File: src/rtl/led_colour_scheduler.sv
// Shared RGB status LED controller: round-robin arbitration between three
// requesters with a minimum grant tenure, and autonomous colour cycling when idle.
module led_colour_scheduler #(
  parameter int unsigned HOLD_CYCLES = 16,
  parameter int unsigned STEP_DIV    = 8
) (
  input  logic       clk,
  input  logic       rst,
  input  logic [2:0] req,
  input  logic [8:0] req_colour,
  input  logic       auto_en,
  output logic [2:0] gnt,
  output logic [2:0] colour,
  output logic       busy
);

  localparam int unsigned HW = $clog2(HOLD_CYCLES);
  localparam int unsigned SW = (STEP_DIV > 1) ? $clog2(STEP_DIV) : 1;
  localparam logic [HW-1:0] HOLD_MAX = HW'(HOLD_CYCLES - 1);
  localparam logic [SW-1:0] STEP_MAX = SW'(STEP_DIV - 1);

  typedef enum logic [1:0] {IDLE, SERVE, AUTO} state_t;

  state_t        state, state_n;
  logic [2:0]    gnt_n, colour_n;
  logic [1:0]    rr_ptr, rr_n;
  logic [HW-1:0] hold_cnt, hold_n;
  logic [SW-1:0] step_cnt, step_n;

  logic [1:0] cand0, cand1, cand2, sel, gidx;
  logic [2:0] sel_colour;
  logic       hold_done, release_now;

  function automatic logic [2:0] legalise(input logic [2:0] c);
    return (c == 3'b000 || c == 3'b111) ? 3'b001 : c;
  endfunction

  // Round-robin scan order starts at rr_ptr and wraps modulo 3.
  always_comb begin
    cand0 = rr_ptr;
    cand1 = (rr_ptr == 2'd2) ? 2'd0 : rr_ptr + 2'd1;
    cand2 = (rr_ptr == 2'd0) ? 2'd2 : rr_ptr - 2'd1;
    if (req[cand0])      sel = cand0;
    else if (req[cand1]) sel = cand1;
    else                 sel = cand2;
    case (sel)
      2'd0:    sel_colour = req_colour[2:0];
      2'd1:    sel_colour = req_colour[5:3];
      default: sel_colour = req_colour[8:6];
    endcase
    gidx = gnt[1] ? 2'd1 : (gnt[2] ? 2'd2 : 2'd0);
  end

  always_comb begin
    state_n     = state;
    gnt_n       = gnt;
    colour_n    = colour;
    rr_n        = rr_ptr;
    hold_n      = hold_cnt;
    step_n      = step_cnt;
    hold_done   = (hold_cnt == HOLD_MAX);
    release_now = hold_done && (((req & gnt) == 3'b000) || ((req & ~gnt) != 3'b000));
    case (state)
      IDLE: begin
        if (|req) begin
          state_n  = SERVE;
          gnt_n    = 3'b001 << sel;
          colour_n = legalise(sel_colour);
          hold_n   = '0;
        end else if (auto_en) begin
          state_n = AUTO;
          step_n  = '0;
        end
      end
      SERVE: begin
        if (!hold_done) hold_n = hold_cnt + 1'b1;
        if (release_now) begin
          state_n = IDLE;
          gnt_n   = '0;
          rr_n    = (gidx == 2'd2) ? 2'd0 : gidx + 2'd1;
        end
      end
      AUTO: begin
        if (|req || !auto_en) begin
          state_n = IDLE;
          step_n  = '0;
        end else if (step_cnt == STEP_MAX) begin
          step_n   = '0;
          colour_n = (colour == 3'b110) ? 3'b001 : colour + 3'd1;
        end else begin
          step_n = step_cnt + 1'b1;
        end
      end
      default: state_n = IDLE;
    endcase
  end

  always_ff @(posedge clk or posedge rst) begin
    if (rst) begin
      state    <= IDLE;
      gnt      <= '0;
      colour   <= 3'b001;
      busy     <= 1'b0;
      rr_ptr   <= '0;
      hold_cnt <= '0;
      step_cnt <= '0;
    end else begin
      state    <= state_n;
      gnt      <= gnt_n;
      colour   <= colour_n;
      busy     <= (state_n != IDLE);
      rr_ptr   <= rr_n;
      hold_cnt <= hold_n;
      step_cnt <= step_n;
    end
  end

endmodule
File: config.mk
export PLATFORM = sky130hd
export DESIGN_NAME = led_colour_scheduler
export DESIGN_NICKNAME = d
export VERILOG_FILES = /design/src/rtl/led_colour_scheduler.sv
export SDC_FILE = /design/constraint.sdc
export NUM_CORES = 1
export LEC_CHECK = 0
export CAP_MARGIN = 0
export CORE_AREA = 5 5 62 64
export CTS_CLUSTER_DIAMETER = 80
export CTS_CLUSTER_SIZE = 14
export DETAILED_ROUTE_END_ITERATION = 6
export DIE_AREA = 0 0 67 69
export PLACE_DENSITY = 0.71
export SLEW_MARGIN = 10
export SYNTH_ARGS = -nofsm -noshare
export SYNTH_HDL_FRONTEND = slang
export SYNTH_SLANG_ARGS = --single-unit
File: constraint.sdc
create_clock -name clk -period 2.7 [get_ports clk]
set_input_delay 0.54 -clock clk [delete_from_list [all_inputs] [get_ports clk]]
set_output_delay 0.54 -clock clk [all_outputs]
set_load 0.01 [all_outputs]
Word-level counts from Yosys, hierarchy flattened --
Cells that the tools add are included.
Storage, ports and cells: output and inout bits 7, register bits after elaboration 18, input port bits 15, word-level logic and storage cells 89
Operators by class: mux-type cells 34, eq/ne operators 16, bitwise logic cells 3, order comparisons 2, reduce and logical (&&, ||, !) cells 20, shift operators 1, $add $sub $neg 6
Operators by type and width (number):
- $mux 3 | 11
- $pmux 3 s2 | 4
- $mux 2 | 11
- $ne 2x2->1 const B | 7
- $eq 3x3->1 const B | 3
- $reduce_and 3->1 | 3
- $mux 4 | 2
- $pmux 4 s2 | 1
- $add 3x1->3 const B | 2
- $and 3x3->3 | 2
- $eq 2x2->1 const B | 3
- $logic_not 2->1 | 3
- $logic_not 3->1 | 2
- $lt 2x3->1 const B | 2
- $pmux 2 s3 | 1
- $reduce_bool 2->1 | 3
- $add 2x1->2 const B | 2
- $add 4x1->4 const B | 1
- $bmux 1 s2 | 2
- $eq 2x1->1 const B | 2
- $eq 4x4->1 const B | 1
- $reduce_and 4->1 | 1
- $logic_or 1x1->1 | 3
- $not 3->3 | 1
- 8 further kinds | 9

Logic depth before layout (Yosys ltp) --
depth after elaboration 13, depth in mapped cells 9, gate-level depth less buffers 8

Least setup slack after synthesis --
OpenSTA, ideal clock, no wires.
path type register to register, from register rr_ptr[0] (netlist: cand0[0]), to register colour[2], arrival time 2.076 ns, cell stages (with the launch flop) 10, setup time 0.104 ns, data required time 2.596 ns, period minus slack after synthesis 2.180 ns, buffers on the path 1, slack 0.520 ns, path through dfrtp_1 > buf_6 > inv_1 > ha_1 > mux2i_1 > or2_2 > a32o_2 > a211oi_2 > nor4_1 > o41ai_2
On the way: longest elaborated chain between the ends 13, elaborated cells on any way between the ends 21, those cells by class add/sub: 2; eq/ne: 3; mux: 12; reduce/logical: 4
RTL lines:
- from (decl) | RTL line 26 | logic [1:0] rr_ptr, rr_n;
- from (signal assigned) | RTL line 112 | rr_ptr <= rr_n;
- $add 2x1->2 or $eq 2x2->1 (tied branches) | RTL line 41 | cand1 = (rr_ptr == 2'd2) ? 2'd0 : rr_ptr + 2'd1;
- $mux 2 | RTL line 41
- $bmux 1 s2 | RTL line 44 | else if (req[cand1]) sel = cand1;
- $mux 1 (implied by the code) | RTL line 44
- $mux 2 | RTL line 44
- $mux 2 * | RTL line 43 | if (req[cand0]) sel = cand0;
- $eq 2x1->1 or $logic_not 2->1 (tied branches) | RTL line 46 | case (sel)
- $pmux 3 s2 * | RTL line 46
- $eq 3x3->1 or $logic_not 3->1 (tied branches) | RTL line 35 | return (c == 3'b000 || c == 3'b111) ? 3'b001 : c;
- $logic_or 1x1->1 | RTL line 35
- $mux 3 * | RTL line 35
- $mux 3 * | RTL line 65 | if (|req) begin
- $pmux 3 s2 * | RTL line 63 | case (state)
- to (signal assigned) | RTL line 110 | colour <= colour_n;
- to (decl) | RTL line 13 | output logic [2:0] colour,
Mark *: on every way between the ends. The rest lies on a longest branch, timed or not. The select of a mux whose other input is x is not followed. A chain may end at the register's enable or synchronous reset.

Worst setup path after layout --
from input req[0], to register colour[1]
On the way: longest elaborated chain between the ends 11, elaborated cells on any way between the ends 20, those cells by class eq/ne: 4; mux: 10; reduce/logical: 6
RTL lines:
- from (decl) | RTL line 9 | input logic [2:0] req,
- $bmux 1 s2 | RTL line 44
- $mux 1 (implied by the code) | RTL line 44
- $mux 2 | RTL line 44
- $mux 2 | RTL line 43
- $eq 2x1->1 or $logic_not 2->1 (tied branches) | RTL line 46
- $pmux 3 s2 | RTL line 46
- $eq 3x3->1 or $logic_not 3->1 (tied branches) | RTL line 35
- $logic_or 1x1->1 | RTL line 35
- $mux 3 | RTL line 35
- $mux 3 | RTL line 65
- $pmux 3 s2 | RTL line 63
Parallel ways exist; a longest one is shown, timed or not. The select of a mux whose other input is x is not followed.

==> impl_metrics.tcl <==
set metrics [dict create \
    syn_nets 155 \
    cts_setup_buffers 0 \
    synthesis.area_um2 1230 \
    cts.sinks 18 \
    ir_drop_mv 0.592 \
    antenna_found_initial 0 \
    path_clk_slew_ps 100 \
    fin_crit_ps 2450 \
    ant_nets 0 \
    seq_area_frac_synth_pct 36.7 \
    numCtsBuffers 3 \
    worstMarginPinSlew_ps 671 \
    fin_nets 179 \
    synth_edf_count 0 \
    drt_iter0_markers 124 \
    rows 21 \
    htree_levels 1 \
    worstPathMaxFanout 6 \
    die_x_um 67 \
    worstSetupEndpointType "flip-flop" \
    drv_cap 0 \
    dr.pass1.iters 4 \
    ys_ff_latch 18 \
    max_freq_mhz 408 \
    rsz0062_at_grt "false" \
    worstSetupPathType "primary input to flip-flop" \
    port_buffers 21 \
    syn2layout_area_growth_pct 24.3 \
    synthFlopType "dfrtp_1" \
    drive_above_1_share_pct 13.5 \
    synth_area_leaders "dfrtp_1, ha_1, nor2_1, a22o_1, a21oi_1" \
    hp-class "flip-flop to flip-flop" \
    vias_per_cell 5.56 \
    ff2ff_setup_slack_ps 250 \
    critPathSlowestCell "clkdlybuf4s50_1" \
    pwr_density_cell_nw_per_um2 967 \
    pin_count 22 \
    met1_usage_pct 17.1 \
    crit_arrival_ps 2610 \
    yosysWarnings 0 \
    ctsHoldBuffers 0 \
    grt_pass1_vias 1105 \
    post-route-drc-count 0 \
    fp.coreArea_um2 3230 \
    setup_ws_ps 251 \
    skew_ps 5.59 \
    diodes 0 \
    layout_commonest_cell "clkdlybuf4s50_1" \
    yosysTopAreaCell "dfrtp_1" \
    die_area_um2 4620 \
    via_count 1123 \
    slew_headroom_pct 55.2 \
    clock_path_buffers 2 \
    critPathRequiredTime_ps 2860 \
    cp_top_family "compound AO/OA/AOI/OAI gates" \
    holdWs_ps 519 \
    startpoint_type "primary input" \
    post_cts_resized 0 \
    finalWirelength_um 2790 \
    synth.avg_cell_area_um2 9.26 \
    cp_num_buf_inv 1 \
    setup_viol 0 \
    hpwl_um 2160 \
    route.detailed.wl_per_inst_um 13.8 \
    fillCellCount 316 \
    grt_max_degree 19 \
    start_util_pct 38.1 \
    cts-root-buf "clkbuf_4" \
    hold_viol_final 0 \
    post-route-period-util_pct 90.7 \
    die_y_um 69 \
    grt_util_met2_pct 20.2 \
    crit_chain "clkdlybuf4s50_1 -> mux2i_1 -> or2_2 -> a32o_2 -> a211oi_2 -> nor4_1 -> o41ai_1" \
    clkLatencyLatePin_ps 300 \
    syn_inst 133 \
    p_leak_uw 0.000650 \
    synthArstFlopShare_pct 100 \
    grt_pass1_wl_um 4730 \
    synth_top_cell_area_share_pct 34.6 \
    grtUsageTotal_pct 12.6 \
    cts_tree "yes" \
    busiest_layer "met2" \
    outcome "complete, no violations" \
    overflow 0 \
    drv_slew 0 \
    place_congestion 0.811 \
    synth.distinct_cells 44 \
    dp_slack_ps -23.0 \
    mostFrequentLayoutCells "clkdlybuf4s50_1, dfrtp_1, nor2_1" \
    grt_use_met3_pct 3.57 \
    critPathMaxStageDelay_ps 570 \
]
[routing by layer]
metal / up-vias / share of wire [%]
li1: 552 / -
met1: 528 / 44
met2: 41 / 49
met3: 2 / 6.2
met4: 0 / 0.47
met5: - / 0
[cell usage after synthesis, types with 2 or more instances]
master and number:
or3_1 2, nand2b_1 2, inv_1 7, nor2b_1 3, a21oi_1 8, clkbuf_1 3, mux2i_1 3, nor2_1 14
o22ai_1 2, nor3_1 3, ha_1 7, dfrtp_1 17, nor4_1 2, or2_2 5, a211oi_2 2, a22o_1 5
a32oi_1 2, nand3_1 5, mux2_2 2, a31oi_1 2, o31ai_1 2, o41ai_1 2, nand2_1 8, o21ai_0 5
[cell type report]
type | count | area [um2] | area share, %
sequential | 18 | 452 | 29.5
inverter | 7 | 26.3 | 1.72
clock buffer | 4 | 36.3 | 2.37
timing repair buffer | 24 | 233 | 15.2
multi-input combinational | 103 | 726 | 47.4
tap | 46 | 57.6 | 3.76
[through the flow]
stage	area [um2]	TNS, ps	power, uW	util, %	cells
5_1_grt	1530	0	1600	47.3	202
4_1_cts	1530	0	1480	47.3	202
3_3_place_gp	1490	0	1270	46.2	198
3_5_place_dp	1490	-45.1	1310	46.2	198
2_1_floorplan	1230	0	1070	-	133
6_report	1530	0	1480	47.3	202
[state kept, by name (all words and copies together) (netlist names)]
| signal | flops |
|---|---|
| step_cnt | 3 |
| state | 2 |
| busy | 1 |
| cand0 | 2 |
| hold_cnt | 4 |
| colour | 3 |
| gnt | 3 |
[logic make-up after synthesis]
kind of cell / after synthesis / share of synthesized area, %
flops: 18 / 36.7
simple gates: 49 / 19.9
compound gates: 42 / 27.6
buf+inv: 12 / 4.37
fa+ha+maj: 7 / 7.11
mux: 5 / 4.27
[path summary, 6_finish.rpt]
check	startpoint	to	depth (start not counted)
min reg2reg	step_cnt[0]	step_cnt[0]	1
max in group asynchronous	rst	hold_cnt[3]	2
max reg2reg	cand0[1]	colour[1]	8
min	step_cnt[0]	step_cnt[0]	1
max	req[0]	colour[1]	7
min in group asynchronous	rst	colour[2]	2
[where the power goes]
part           switching [uW]  leakage [uW]  internal [uW]
Sequential                107      0.000222            368
Clock                    83.7     0.0000210           82.2
Combinational             424      0.000407            414
Note: power is estimated with default switching activity, not from simulation.
